--- config.mk ---
export PLATFORM = sky130hd
export DESIGN_NAME = univ_shift_reg_flat
export DESIGN_NICKNAME = d
export VERILOG_FILES = /design/src/rtl/univ_shift_reg_if.sv /design/src/rtl/univ_shift_reg.sv /design/src/flat_wrapper.sv
export SDC_FILE = /design/constraint.sdc
export NUM_CORES = 1
export LEC_CHECK = 0
export BUFFER_PORTS_ARGS = -buffer_cell sky130_fd_sc_hd__clkbuf_2
export CORE_ASPECT_RATIO = 0.75
export CORE_MARGIN = 5
export CORE_UTILIZATION = 45
export DETAILED_ROUTE_END_ITERATION = 12
export PLACE_DENSITY = 0.84
export SYNTH_ARGS = -nofsm -noshare
export SYNTH_HDL_FRONTEND = slang
export SYNTH_SLANG_ARGS = --single-unit
--- constraint.sdc ---
create_clock -name clk -period 1.5 [get_ports clk]
set_input_delay 0.225 -clock clk [delete_from_list [all_inputs] [get_ports clk]]
set_output_delay 0.225 -clock clk [all_outputs]
set_load 0.005 [all_outputs]
--- src/rtl/univ_shift_reg_if.sv ---
// univ_shift_reg_if -- operand/handshake bundle for the universal shift register.
//   master : datapath controller (drives load/start/operands, watches results)
//   slave  : univ_shift_reg
// Signals
//   load, data_in           parallel load request and value
//   start, op, amount       shift request, operation code, step count
//   serial_in               fill bit for SLL/SRL
//   shift_out, serial_out   register contents, last expelled bit
//   busy, done              operation in progress, completion pulse
interface univ_shift_reg_if #(
  parameter int WIDTH = 16,
  parameter int CNT_W = 5
);
  logic             load;
  logic [WIDTH-1:0] data_in;
  logic             start;
  logic [2:0]       op;
  logic [CNT_W-1:0] amount;
  logic             serial_in;
  logic [WIDTH-1:0] shift_out;
  logic             serial_out;
  logic             busy;
  logic             done;

  modport master (
    output load, data_in, start, op, amount, serial_in,
    input  shift_out, serial_out, busy, done
  );

  modport slave (
    input  load, data_in, start, op, amount, serial_in,
    output shift_out, serial_out, busy, done
  );
endinterface

--- src/rtl/univ_shift_reg.sv ---
// univ_shift_reg -- parametrised universal shift register (load, SLL, SRL, SRA,
// ROL, ROR) driven by a start/busy/done handshake.
// Ports
//   clk    rising-edge clock
//   reset  asynchronous, active-high; clears register, serial_out, busy, done
//   sr     univ_shift_reg_if.slave: load/data_in, start/op/amount/serial_in in;
//          shift_out/serial_out/busy/done out (all registered)
// Build option
//   USHIFT_BARREL_EN  defined: a non-zero operation finishes in one RUN cycle
//                     through a barrel network (bit-identical to stepping).
//                     undefined: one 1-bit step per RUN cycle.
//
// state | meaning
// IDLE  | accepts load / start; done pulses here after a finished operation
// RUN   | operation in progress, busy=1
module univ_shift_reg #(
  parameter int WIDTH = 16,
  parameter int CNT_W = 5
) (
  input logic              clk,
  input logic              reset,
  univ_shift_reg_if.slave  sr
);

  localparam logic [2:0] OP_SLL = 3'd0;
  localparam logic [2:0] OP_SRL = 3'd1;
  localparam logic [2:0] OP_SRA = 3'd2;
  localparam logic [2:0] OP_ROL = 3'd3;
  localparam logic [2:0] OP_ROR = 3'd4;

  typedef enum logic {IDLE, RUN} state_t;

  state_t           state_q;
  logic [WIDTH-1:0] reg_q;
  logic             sout_q;
  logic             busy_q;
  logic             done_q;
  logic [2:0]       op_q;
  logic             fill_q;
  logic [CNT_W-1:0] cnt_q;

  logic [WIDTH-1:0] nxt_val;
  logic             nxt_out;
  logic             run_last;

`ifdef USHIFT_BARREL_EN
  localparam int IW = $clog2(WIDTH);

  // Closed-form equivalent of stepping amt times. Shifts past WIDTH saturate
  // to the fill bit; rotates reduce modulo WIDTH, and the last expelled bit of
  // a rotate is the bit that wrapped into the opposite end.
  function automatic logic [WIDTH:0] barrel(
    input logic [WIDTH-1:0] r,
    input logic [2:0]       op,
    input logic [CNT_W-1:0] amt,
    input logic             fill
  );
    int               a;
    int               m;
    int               src;
    logic [WIDTH-1:0] v;
    logic             o;
    logic             f;
    a   = int'(amt);
    m   = a % WIDTH;
    v   = r;
    o   = fill;
    src = 0;
    f   = (op == OP_SRA) ? r[WIDTH-1] : fill;
    case (op)
      OP_SLL: begin
        for (int i = 0; i < WIDTH; i++) begin
          src  = i - a;
          v[i] = (src >= 0) ? r[IW'(src)] : f;
        end
        o = (a <= WIDTH) ? r[IW'(WIDTH - a)] : f;
      end
      OP_SRL, OP_SRA: begin
        for (int i = 0; i < WIDTH; i++) begin
          src  = i + a;
          v[i] = (src < WIDTH) ? r[IW'(src)] : f;
        end
        o = (a >= 1 && a <= WIDTH) ? r[IW'(a - 1)] : f;
      end
      OP_ROL: begin
        for (int i = 0; i < WIDTH; i++) begin
          src  = (i - m + WIDTH) % WIDTH;
          v[i] = r[IW'(src)];
        end
        o = v[0];
      end
      OP_ROR: begin
        for (int i = 0; i < WIDTH; i++) begin
          src  = (i + m) % WIDTH;
          v[i] = r[IW'(src)];
        end
        o = v[WIDTH-1];
      end
      default: begin
        v = r;
        o = fill;
      end
    endcase
    return {o, v};
  endfunction

  always_comb begin
    {nxt_out, nxt_val} = barrel(reg_q, op_q, cnt_q, fill_q);
    run_last           = 1'b1;
  end
`else
  always_comb begin
    nxt_val  = reg_q;
    nxt_out  = sout_q;
    run_last = (cnt_q == CNT_W'(1));
    case (op_q)
      OP_SLL: begin
        nxt_val = {reg_q[WIDTH-2:0], fill_q};
        nxt_out = reg_q[WIDTH-1];
      end
      OP_SRL: begin
        nxt_val = {fill_q, reg_q[WIDTH-1:1]};
        nxt_out = reg_q[0];
      end
      OP_SRA: begin
        nxt_val = {reg_q[WIDTH-1], reg_q[WIDTH-1:1]};
        nxt_out = reg_q[0];
      end
      OP_ROL: begin
        nxt_val = {reg_q[WIDTH-2:0], reg_q[WIDTH-1]};
        nxt_out = reg_q[WIDTH-1];
      end
      OP_ROR: begin
        nxt_val = {reg_q[0], reg_q[WIDTH-1:1]};
        nxt_out = reg_q[0];
      end
      default: begin
        nxt_val = reg_q;
        nxt_out = sout_q;
      end
    endcase
  end
`endif

  always_ff @(posedge clk or posedge reset) begin
    if (reset) begin
      state_q <= IDLE;
      reg_q   <= '0;
      sout_q  <= 1'b0;
      busy_q  <= 1'b0;
      done_q  <= 1'b0;
      op_q    <= OP_SLL;
      fill_q  <= 1'b0;
      cnt_q   <= '0;
    end else begin
      case (state_q)
        IDLE: begin
          done_q <= 1'b0;
          if (sr.load) begin
            // load wins over a simultaneous start; that start is dropped
            reg_q  <= sr.data_in;
            sout_q <= 1'b0;
          end else if (sr.start) begin
            op_q   <= sr.op;
            fill_q <= sr.serial_in;
            cnt_q  <= sr.amount;
            if (sr.amount == '0 || sr.op > OP_ROR) begin
              done_q <= 1'b1;
            end else begin
              state_q <= RUN;
              busy_q  <= 1'b1;
            end
          end
        end
        RUN: begin
          reg_q  <= nxt_val;
          sout_q <= nxt_out;
          if (run_last) begin
            state_q <= IDLE;
            busy_q  <= 1'b0;
            done_q  <= 1'b1;
          end else begin
            cnt_q <= cnt_q - CNT_W'(1);
          end
        end
        default: state_q <= IDLE;
      endcase
    end
  end

  assign sr.shift_out  = reg_q;
  assign sr.serial_out = sout_q;
  assign sr.busy       = busy_q;
  assign sr.done       = done_q;

endmodule
--- src/flat_wrapper.sv ---
// flat-port wrapper written by rule: the top's interface ports become plain ports
module univ_shift_reg_flat 
#(
  parameter int WIDTH = 16,
  parameter int CNT_W = 5
)
  (clk, reset, sr_load, sr_data_in, sr_start, sr_op, sr_amount, sr_serial_in, sr_shift_out, sr_serial_out, sr_busy, sr_done);
  univ_shift_reg_if #(.WIDTH(WIDTH), .CNT_W(CNT_W)) sr_i ();
  input logic clk;
  input logic reset;
  input wire logic [$bits(sr_i.load)-1:0] sr_load;
  input wire logic [$bits(sr_i.data_in)-1:0] sr_data_in;
  input wire logic [$bits(sr_i.start)-1:0] sr_start;
  input wire logic [$bits(sr_i.op)-1:0] sr_op;
  input wire logic [$bits(sr_i.amount)-1:0] sr_amount;
  input wire logic [$bits(sr_i.serial_in)-1:0] sr_serial_in;
  output wire logic [$bits(sr_i.shift_out)-1:0] sr_shift_out;
  output wire logic [$bits(sr_i.serial_out)-1:0] sr_serial_out;
  output wire logic [$bits(sr_i.busy)-1:0] sr_busy;
  output wire logic [$bits(sr_i.done)-1:0] sr_done;
  assign sr_i.load = sr_load;
  assign sr_i.data_in = sr_data_in;
  assign sr_i.start = sr_start;
  assign sr_i.op = sr_op;
  assign sr_i.amount = sr_amount;
  assign sr_i.serial_in = sr_serial_in;
  assign sr_shift_out = sr_i.shift_out;
  assign sr_serial_out = sr_i.serial_out;
  assign sr_busy = sr_i.busy;
  assign sr_done = sr_i.done;
  univ_shift_reg #(.WIDTH(WIDTH), .CNT_W(CNT_W)) u_core (.clk(clk), .reset(reset), .sr(sr_i));
endmodule
After elaboration in Yosys (flattened, before gate mapping)
Cells that the tools add are included.
{"block": "op_classes", "n_reduce_logical": 11, "n_addsub": 1, "muxes": 25, "eq_ne": 15, "bitwise_logic": 2, "order_cmp": 1}
{"op": "$pmux W16 S5", "n": 1}
{"op": "$pmux W16 S2", "n": 1}
{"op": "$mux W16", "n": 1}
{"op": "$mux W5", "n": 3}
{"op": "$ne A2 B2 Y1 const B", "n": 7}
{"op": "$mux W1", "n": 13}
{"op": "$pmux W1 S2", "n": 5}
{"op": "$pmux W5 S2", "n": 1}
{"op": "$reduce_and A3 Y1", "n": 3}
{"op": "$eq A3 B2 Y1 const B", "n": 2}
{"op": "$ne A6 B6 Y1 const B", "n": 1}
{"op": "$eq A5 B1 Y1 const B", "n": 1}
{"op": "$logic_not A5 Y1", "n": 1}
{"op": "$ne A5 B5 Y1 const B", "n": 1}
{"op": "$sub A5 B1 Y5 const B", "n": 1}
{"op": "$reduce_and A2 Y1", "n": 2}
{"op": "$reduce_and A4 Y1", "n": 1}
{"op": "$eq A3 B1 Y1 const B", "n": 1}
{"op": "$eq A3 B3 Y1 const B", "n": 1}
{"op": "$gt A3 B3 Y1 const B", "n": 1}
{"op": "$logic_not A3 Y1", "n": 1}
{"op": "$ne A3 B3 Y1 const B", "n": 1}
{"op": "$reduce_or A3 Y1", "n": 1}
{"op": "$not A1 Y1", "n": 2}
{"op": "2 further kinds", "n": 2}
{"block": "totals", "out_inout_bits": 19, "regBits": 29, "elab_cells": 64, "input_bits": 29}

Longest topological paths before layout
Gate-level depths: netlist of the first run.
{"block": "logic_depth", "word_depth": 6, "depth_mapped": 6, "mapped_depth_nobuf": 6}

Worst setup path before layout of the first run
Ideal clock, no wire load.
{"block": "synth_path", "path_kind": "reg2reg", "from": "reg u_core.cnt_q[0]", "to": "reg u_core.cnt_q[4]", "arrival_ns": 1.468, "path_stages_with_launch": 6, "t_required_ns": 1.374, "synth_period_minus_slack_ns": 1.594, "setup_ns": 0.126, "slack_ns": -0.094, "n_path_buf": 0, "cell_sequence": "dfrtp_1 ha_1 nor4b_2 nand2b_1 a22o_1 a221o_1"}
{"block": "synth_via", "elab_chain_len": 3, "elab_cells_between_ends": 6, "cone_classes": "add/sub: 1; eq/ne: 2; mux: 2; reduce/logical: 1"}
{"item": "from (decl)", "line_no": "univ_shift_reg.sv:40", "source": "logic [CNT_W-1:0] cnt_q;"}
{"item": "from (signal assigned)", "line_no": "univ_shift_reg.sv:166", "source": "cnt_q <= sr.amount;"}
{"item": "from (signal assigned)", "line_no": "univ_shift_reg.sv:183", "source": "cnt_q <= cnt_q - CNT_W'(1);"}
{"item": "$sub A5 B1 Y5 / $eq A5 B1 Y1 (equally long branches)", "line_no": "univ_shift_reg.sv:183, univ_shift_reg.sv:115"}
{"item": "$mux W5 / $ne A2 B2 Y1 (equally long branches)"}
{"item": "$pmux W5 S2 / $reduce_and A3 Y1 (equally long branches)"}
Parallel ways exist; a longest one is shown, timed or not. The select of a mux whose other input is x is not followed.
A chain may end at the register's enable or synchronous reset.

Final worst setup path of the first run
Same ends and word-level chain as after synthesis.

==> results.cfg, run 1 <==
[outcome]
status = finished, violations left
violations = negative hold slack

[yosys]
synth_edf_count = 0
synth-seq-cells = 29
syn_inst = 169
synth_fa_ha_area_share_pct = 1.47
synth_top_family_by_area = compound AO/OA/AOI/OAI gates
ys.flop_type = dfrtp_1
synthMuxAreaShare_pct = 9.46
synth_area_per_cell_sq_um = 10.1
synth.most_common_cell = dfrtp_1
ys_warn_count = 0
synth_top_area_share_pct = 42.6
synth_top_cell_by_area = dfrtp_1
yosysSeqAreaShare_pct = 42.6
ys_types = 44
syn-num-nets = 200
synth_compound_area_share_pct = 26.0
synthXorXnorAreaFrac_pct = 2.13
synth_common_cells = dfrtp_1 (29), nand2_1 (19), o21ai_1 (16), mux2i_1 (15), a222oi_1 (14)
yosys.area_share.simple_pct = 13.1
synthTopCellsByArea = dfrtp_1 (43%), mux2i_1 (8.8%), a222oi_1 (8.2%)
syn_area_sq_um = 1710
async_flop_share_pct = 100

[sta]
finalCritPeriodShare_pct = 99.6
fin_skew_ns = 0.00343
grt_setup_unrepaired = true
slew_violations = 0
setup_viol_count_final = 0
fmax_ghz = 0.669
finalCriticalPeriod_ns = 1.49
relSlewSlack_pct = 74.8
final_hold_viol_count = 21
worstMarginPinSlew_ns = 0.375
tns_ns = 0
fin_hold_ws_ns = -0.0102

[cells_and_area]
syn_to_final_growth_pct = 39.0
n_fill_cell = 299
stdcell_count = 294
final_nets = 273
fin_util_pct = 64.8
drive_above_1_share_pct = 41.7
antenna_cells = 0

[detailed_routing]
ant_nets = 0
routedWlPerCell_um = 16.0
drtIter0Drc = 128
post-route-drc-count = 0
wirelength_mm = 4.70
drtPass1Iterations = 10
vias = 1662
vias_per_cell = 5.65

[grt]
grt_overflow = 0
grt_max_degree = 30
grt_use_total_pct = 18.7
grt_pass1_wl_mm = 7.51
grt_pass1_vias = 1607
antenna_found_initial = 0

[power]
p_int_uw = 3270
pwr-share-comb_pct = 58.8
vdd_drop_max_uv = 1270
clockPowerShare_pct = 11.3
p_sw_share_pct = 41.2
p_seq_share_pct = 29.8
power.switching_uw = 2290
powerDensity_nw_per_um2 = 2340
leakage_uw = 0.00114

[placement]
place_hpwl_mm = 3.30
io_buffers = 47
dp_cells = 279
place_congestion = 0.903

[clock_network]
cts_tree = done
htreeDepth = 2
clk_path_buf_depth = 2
cts.reportedPaths.clkPinSlew_ns = 0.06
cts.sinks = 29
clock_latency_ns = 0.27
cts_made_buffers = 5
cts-root-buf = clkbuf_8
ctsHoldBuffers = 0

[floorplanning]
rows = 19
start_util_pct = 46.6
dieArea_sq_um = 5130
chipWidth_um = 81.1
die_h_um = 63.3
core_region_area_sq_um = 3660
pin_count = 48

[critical_path]
r2r-start = u_core.cnt_q[0]$_DFFE_PP0P_
reg2reg_to = u_core.cnt_q[4]$_DFFE_PP0P_
crit_type = flip-flop to flip-flop
reg2reg_depth = 5
r2r_slack_ns = 0.005
cp-start-kind = flip-flop
critPathRequiredTime_ns = 1.65
end_kind = flip-flop
cp_max_fo = 3
crit_arrival_ns = 1.65

[min_path]
hp-class = input port to async pin

[flow_run]
cap_violations = 0
[cell families (layout without fill, tap and decap cells)]
group,after synthesis,after routing
buffers and inverters,18,91
XOR/XNOR,2,2
multiplexers,16,16
AND/OR/NAND/NOR,40,40
flip-flops,29,29
AO/OA/AOI/OAI,62,62
adder cells (fa/ha/maj),2,2
[what timing repair did]
action                     4_1_cts  5_1_grt
pin swaps                        0        9
setup buffers                    6        2
setup endpoints to repair       18       18
resized for setup                3       11
[per-stage QoR]
| step | hold WS [ns] | instance area [sq um] | total power, uW | worst slack [ns] |
|---|---|---|---|---|
| 2_1_floorplan | 0.303 | 1740 | 3510 | -0.0127 |
| 3_3_place_gp | 0.299 | 2170 | 4480 | 0.0314 |
| 3_5_place_dp | 0.298 | 2170 | 4590 | -0.0644 |
| 4_1_cts | 0.000590 | 2300 | 5360 | 0.0119 |
| 5_1_grt | 0.0336 | 2370 | 5990 | -0.0548 |
| 6_report | -0.0102 | 2370 | 5560 | 0.00544 |
[state kept, by name, indices dropped and copies added (netlist names)]
| register | count |
|---|---|
| u_core.sr.shift_out | 16 |
| u_core.fill_q | 1 |
| u_core.sr.serial_out | 1 |
| u_core.cnt_q | 5 |
| u_core.sr.done | 1 |
| u_core.sr.busy | 1 |
| u_core.op_q | 3 |
| u_core.state_q | 1 |
[worst max-delay path, stage by stage, from the launching register on]
cell,delay (ns)
dfrtp_1,0.41
ha_4,0.18
nor4b_4,0.13
nand2b_4,0.15
a22o_1,0.22
a221o_1,0.28
[area by class of cell]
type                       instances  area [sq um]  area share [%]
inverter                           7          26.3            1.11
timing repair buffer              77           505            21.3
multi-input combinational        122           958            40.4
clock buffer                       7          86.3            3.64
tap                               52          65.1            2.74
sequential                        29           729            30.8
[cell usage in the layout, fill, tap and decap left out, types with 2 or more instances in the layout]
master and count:
o32ai_1 2, nand2b_1 2, inv_1 5, and3_1 2
clkbuf_8 6, nand3b_1 2, a21oi_1 4, nor2_1 3
buf_6 2, buf_12 3, a31oi_1 2, buf_4 25
nand2_1 18, mux2i_1 15, a22o_1 2, o21ai_0 8
nor2b_1 2, dfrtp_2 3, a222oi_1 14, a211o_1 3
o21ai_1 17, inv_2 2, dfrtp_1 26, clkbuf_2 47
[per-layer routing]
layer,vias to the layer above,global-route usage (%),wire [um]
met5,-,0,0
met1,812,26.3,2200
met4,0,6.96,44
li1,799,-,-
met3,5,4.99,250
met2,46,27.5,2200
[power groups by stage]
| stage | logic, uW | clock network, uW | registers (uW) |
|---|---|---|---|
| 2_1_floorplan | 1960 | 0 | 1550 |
| 3_3_place_gp | 2850 | 0 | 1630 |
| 3_5_place_dp | 2940 | 0 | 1650 |
| 4_1_cts | 3100 | 646 | 1610 |
| 5_1_grt | 3590 | 672 | 1720 |
| 6_report | 3270 | 631 | 1660 |
[how the worst max path moves through the flow]
stage | from | to | slack [ns] | depth (start not counted)
finish | u_core.cnt_q[0]$_DFFE_PP0P_ | u_core.cnt_q[4]$_DFFE_PP0P_ | 0.005 | 5
global route | u_core.op_q[0]$_DFFE_PP0P_ | u_core.sr.shift_out[1]$_DFFE_PP0P_ | -0.05 | 5
CTS | u_core.cnt_q[1]$_DFFE_PP0P_ | u_core.cnt_q[1]$_DFFE_PP0P_ | 0.01 | 7
detailed placement | u_core.op_q[2]$_DFFE_PP0P_ | u_core.sr.shift_out[6]$_DFFE_PP0P_ | -0.06 | 5
global placement | u_core.cnt_q[0]$_DFFE_PP0P_ | u_core.cnt_q[4]$_DFFE_PP0P_ | 0.03 | 5
floorplan | u_core.state_q$_DFF_PP0_ | u_core.cnt_q[3]$_DFFE_PP0P_ | -0.01 | 4
(Power assumes the default switching activity.)
==> run 2, diff against run 1 <==
BUFFER_PORTS_ARGS = not set   (was -buffer_cell sky130_fd_sc_hd__clkbuf_2)
DONT_BUFFER_PORTS = 1   (was not set)
PLACE_DENSITY = 0.73   (was 0.84)
==> run 2 against run 1 <==
Net effect: the flow finishes with violations (negative setup slack); sequential power up 2%; clock power up 11%; sequential share of layout area up 3.2 points; worst hold slack better by 0.064 ns; design area down 9.7%; wire length down 3.4%; setup slack worse by 0.011 ns; register-to-register slack about the same; die area unchanged; largest cell class unchanged; largest power group unchanged.
==> results.cfg, run 2 (synthesis results as in run 1) <==
[outcome]
status = finished, violations left
violations = negative setup slack

[power]
leakage_uw = 0.000940
powerDensity_nw_per_um2 = 2450
vdd_drop_max_uv = 932

[sta]
worstMarginPinSlew_ns = 0.568
grt_setup_unrepaired = true
setup_viol_count_final = 2
fin_skew_ns = 0.00597
finalCriticalPeriod_ns = 1.51
fmax_ghz = 0.664
setup_slack_ns = -0.00543
tns_ns = -0.00789
fin_hold_ws_ns = 0.0537
final_hold_viol_count = 0
relSlewSlack_pct = 62.1
finalCritPeriodShare_pct = 100
slew_violations = 0

[floorplanning]
core_region_area_sq_um = 3660
start_util_pct = 46.6
pin_count = 48
chipWidth_um = 81.1
dieArea_sq_um = 5130
die_h_um = 63.3
rows = 19

[flow_run]
cap_violations = 0

[clock_network]
cts.sinks = 29
cts-root-buf = clkbuf_8
cts.reportedPaths.clkPinSlew_ns = 0.06
cts_made_buffers = 5
htreeDepth = 2
clk_path_buf_depth = 2
clock_latency_ns = 0.28
cts_tree = done

[grt]
grt_overflow = 0
grt_pass1_vias = 1443
antenna_found_initial = 0
grt_pass1_wl_mm = 7.24
grt_max_degree = 30
grt_use_total_pct = 17.9

[critical_path]
cp-start-kind = flip-flop
crit_slowest_cell = dfrtp_2
crit_type = flip-flop to flip-flop
crit_arrival_ns = 1.68
worstPathCellList = buf_6 > nor3b_4 > mux2_4 > a22o_1
cpPeakStageDelay_ns = 0.46
cp_max_fo = 6
end_kind = flip-flop
critPathRequiredTime_ns = 1.67

[cells_and_area]
antenna_cells = 0
final_cell_mix = dfrtp_1 (27), buf_4 (24), nand2_1 (18)
fin_util_pct = 58.5
final_nets = 226
largest_reg_flops = 16
drive_above_1_share_pct = 29.1
mostFrequentLayoutCell = dfrtp_1
syn_to_final_growth_pct = 25.6

[detailed_routing]
drtIter0Drc = 204
ant_nets = 0
routedWlPerCell_um = 18.3
post-route-drc-count = 0
vias = 1531
wirelength_mm = 4.53
vias_per_cell = 6.17
drtPass1Iterations = 8

[placement]
place_congestion = 0.905
io_buffers = 0
place_hpwl_mm = 3.14

[min_path]
hp-class = input port to flip-flop
## run 2: cell count changes in the layout (fill, tap and decap cells not counted), sizes merged
| cell | delta |
|---|---|
| clkinv | +1 |
| clkbuf | -47 |
| buf | -1 |
| dlygate4sd3 | +1 |
## run 2: path summary, 6_finish.rpt
kind | cells after the start | end | slack (ns) | startpoint
worst max-delay path | 4 | u_core.cnt_q[3]$_DFFE_PP0P_ | -0.005 | u_core.state_q$_DFF_PP0_
worst min-delay path | 2 | u_core.op_q[1]$_DFFE_PP0P_ | 0.05 | sr_op[1]
worst max register to register | 4 | u_core.cnt_q[3]$_DFFE_PP0P_ | -0.005 | u_core.state_q$_DFF_PP0_
worst min register to register | 2 | u_core.sr.busy$_DFFE_PP0P_ | 0.52 | u_core.sr.busy$_DFFE_PP0P_
max in group asynchronous | 3 | u_core.op_q[2]$_DFFE_PP0P_ | 0.74 | reset
min in group asynchronous | 3 | u_core.sr.shift_out[2]$_DFFE_PP0P_ | 0.45 | reset
## run 2: critical path, delay by kind of cell (launching register included)
family / cells / cell delay [ns]
flip-flops: 1 / 0.46
multiplexers: 1 / 0.32
AND/OR/NAND/NOR: 1 / 0.28
AO/OA/AOI/OAI: 1 / 0.17
buffers and inverters: 1 / 0.16
## run 2: where the power goes
part	switching, uW	internal (uW)	total, uW
sequential	535	1170	1700
clock	288	414	702
combinational	1380	1460	2850
## run 2: through the flow
stage / worst slack [ns] / std cells / total power [uW] / area [sq um]
2_1_floorplan: -0.0127 / 169 / 3510 / 1740
3_3_place_gp: 0.00207 / 231 / 4130 / 1900
3_5_place_dp: -0.0854 / 231 / 4260 / 1900
4_1_cts: -0.0131 / 242 / 5030 / 2040
5_1_grt: -0.0871 / 248 / 5680 / 2140
6_report: -0.00543 / 248 / 5250 / 2140
## run 2: routing by layer
| layer | vias up | GRT usage, % | part of all wire (%) |
|---|---|---|---|
| met5 | - | 0 | 0 |
| met4 | 0 | 6.33 | 0.99 |
| met3 | 8 | 6.13 | 9.0 |
| met2 | 81 | 25.5 | 47 |
| met1 | 731 | 25.1 | 43 |
| li1 | 711 | - | - |
## run 2: timing repair
| item | 4_1_cts | 5_1_grt |
|---|---|---|
| setup buffers | 2 | 7 |
| pin swaps | 0 | 11 |
| endpoints found under the hold margin | 29 | 0 |
| endpoints found under the setup margin | 11 | 21 |
| hold buffers | 1 | 0 |
| resized for setup | 3 | 15 |
## run 2: final cells by class
| cell class | instances | area, sq um |
|---|---|---|
| Clock buffer | 7 | 96.3 |
| Clock inverter | 1 | 5.00 |
| Fill cell | 319 | 1520 |
| Inverter | 7 | 26.3 |
| Multi-Input combinational cell | 122 | 966 |
| Sequential cell | 29 | 728 |
| Tap cell | 52 | 65.1 |
| Timing Repair Buffer | 30 | 255 |
==> run 3, diff against run 2 <==
RECOVER_POWER = 25   (was not set)
==> run 3 against run 2 <==
Net effect: the flow still finishes with violations (negative setup slack); clock-buffer cell count unchanged; total power about the same; highest routed layer unchanged; die area unchanged; register-to-register slack got worse by 0.02 ns.
==> results.cfg, run 3 (synthesis results as in run 1) <==
[detailed_routing]
wirelength_mm = 4.51
vias = 1515
ant_nets = 0
post-route-drc-count = 0
drtIter0Drc = 209
routedWlPerCell_um = 18.2
vias_per_cell = 6.11
drtPass1Iterations = 7

[power]
leakage_uw = 0.000939
vdd_drop_max_uv = 934
powerDensity_nw_per_um2 = 2450
power.switching_uw = 2200
clockPowerShare_pct = 13.3
p_sw_share_pct = 42.0
p_seq_share_pct = 32.4
p_int_uw = 3040
pwr-share-comb_pct = 54.3

[critical_path]
end_kind = flip-flop
cp_max_fo = 5
crit_type = flip-flop to flip-flop
crit_arrival_ns = 1.74
cp-start-kind = flip-flop
critPathRequiredTime_ns = 1.72

[min_path]
hp-class = input port to flip-flop

[grt]
grt_overflow = 0
grt_pass1_wl_mm = 7.24
grt_max_degree = 30
grt_use_total_pct = 17.9
grt_pass1_vias = 1443
antenna_found_initial = 0

[sta]
finalCritPeriodShare_pct = 101
setup_slack_ns = -0.0207
setup_viol_count_final = 2
finalCriticalPeriod_ns = 1.52
tns_ns = -0.0263
worstMarginPinSlew_ns = 0.715
final_hold_viol_count = 0
grt_setup_unrepaired = true
fin_hold_ws_ns = 0.0558
fin_skew_ns = 0.00551
relSlewSlack_pct = 52.3
fmax_ghz = 0.658
slew_violations = 0

[cells_and_area]
syn_to_final_growth_pct = 25.5
fin_util_pct = 58.4
n_fill_cell = 319
mostFrequentLayoutCell = dfrtp_1
largest_reg_flops = 16
antenna_cells = 0
final_cell_mix = dfrtp_1 (27), buf_4 (23), nand2_1 (18)
final_nets = 226
drive_above_1_share_pct = 29.1
fin_area_sq_um = 2140

[floorplanning]
pin_count = 48
dieArea_sq_um = 5130
chipWidth_um = 81.1
rows = 19
start_util_pct = 46.6
die_h_um = 63.3
core_region_area_sq_um = 3660

[clock_network]
htreeDepth = 2
cts_tree = done
cts_made_buffers = 5
clock_latency_ns = 0.28
clk_path_buf_depth = 2
cts-root-buf = clkbuf_8
cts.sinks = 29
cts.reportedPaths.clkPinSlew_ns = 0.06

[placement]
io_buffers = 0
place_hpwl_mm = 3.14
placed_cell_area_sq_um = 1900
place_congestion = 0.905
place_ws_ns = -0.0854

[outcome]
violations = negative setup slack
status = finished, violations left

[flow_run]
cap_violations = 0
-- run 3: cell types whose count changed in the layout (fill, tap and decap cells not counted), sizes merged --
cell / before / now
clkbuf: 7 / 8
buf: 29 / 28
-- run 3: critical path: stages, from the launching register on --
cell	delay, ns
dfrtp_2	0.44
mux2i_1	0.13
a211o_1	0.30
a2111oi_1	0.43
a211o_1	0.16
-- run 3: routing by layer --
layer	routed length [um]	GRT usage, %	up-vias	part of all wire, %
met4	36	6.33	0	0.80
li1	-	-	710	-
met2	2150	25.5	63	48
met5	0	0	-	0
met3	355	6.13	6	7.9
met1	1960	25.1	736	44
-- run 3: metrics by stage --
step	total power, uW	std cells
final	5250	248
after global routing	5670	248
after CTS	5030	242
after detailed placement	4260	231
after global placement	4130	231
after floorplan	3510	169
-- run 3: worst paths after layout --
kind / slack (ns) / from / endpoint / cells after the start
worst max-delay path: -0.02 / u_core.op_q[2]$_DFFE_PP0P_ / u_core.sr.shift_out[0]$_DFFE_PP0P_ / 4
worst min-delay path: 0.06 / sr_op[1] / u_core.op_q[1]$_DFFE_PP0P_ / 2
worst max register to register: -0.02 / u_core.op_q[2]$_DFFE_PP0P_ / u_core.sr.shift_out[0]$_DFFE_PP0P_ / 4
worst min register to register: 0.52 / u_core.sr.busy$_DFFE_PP0P_ / u_core.sr.busy$_DFFE_PP0P_ / 2
max in group asynchronous: 0.41 / reset / u_core.op_q[2]$_DFFE_PP0P_ / 3
min in group asynchronous: 0.59 / reset / u_core.sr.shift_out[2]$_DFFE_PP0P_ / 3
-- run 3: power by group through the flow --
stage                     clock network (uW)  registers [uW]  logic, uW
after floorplan                            0            1550       1960
after global placement                     0            1640       2490
after detailed placement                   0            1680       2580
after CTS                                716            1670       2640
after global routing                     762            1760       3150
final                                    699            1700       2850
-- run 3: repair_timing --
action,in CTS,in global routing
hold buffers,1,0
buffers inserted,2,7
endpoints found under the hold margin,29,0
pin swaps,0,11
gates resized for setup,3,15
setup endpoints to repair,11,21
-- run 3: area by class of cell --
| cell class | instances | area [sq um] | area share [%] |
|---|---|---|---|
| inverters | 7 | 26.3 | 1.23 |
| repair buffers | 30 | 253 | 11.8 |
| clock buffers | 7 | 96.3 | 4.50 |
| multi-input cells | 122 | 966 | 45.1 |
| clock inverters | 1 | 5.00 | 0.234 |
| well taps | 52 | 65.1 | 3.04 |
| flip-flops and latches | 29 | 728 | 34.0 |
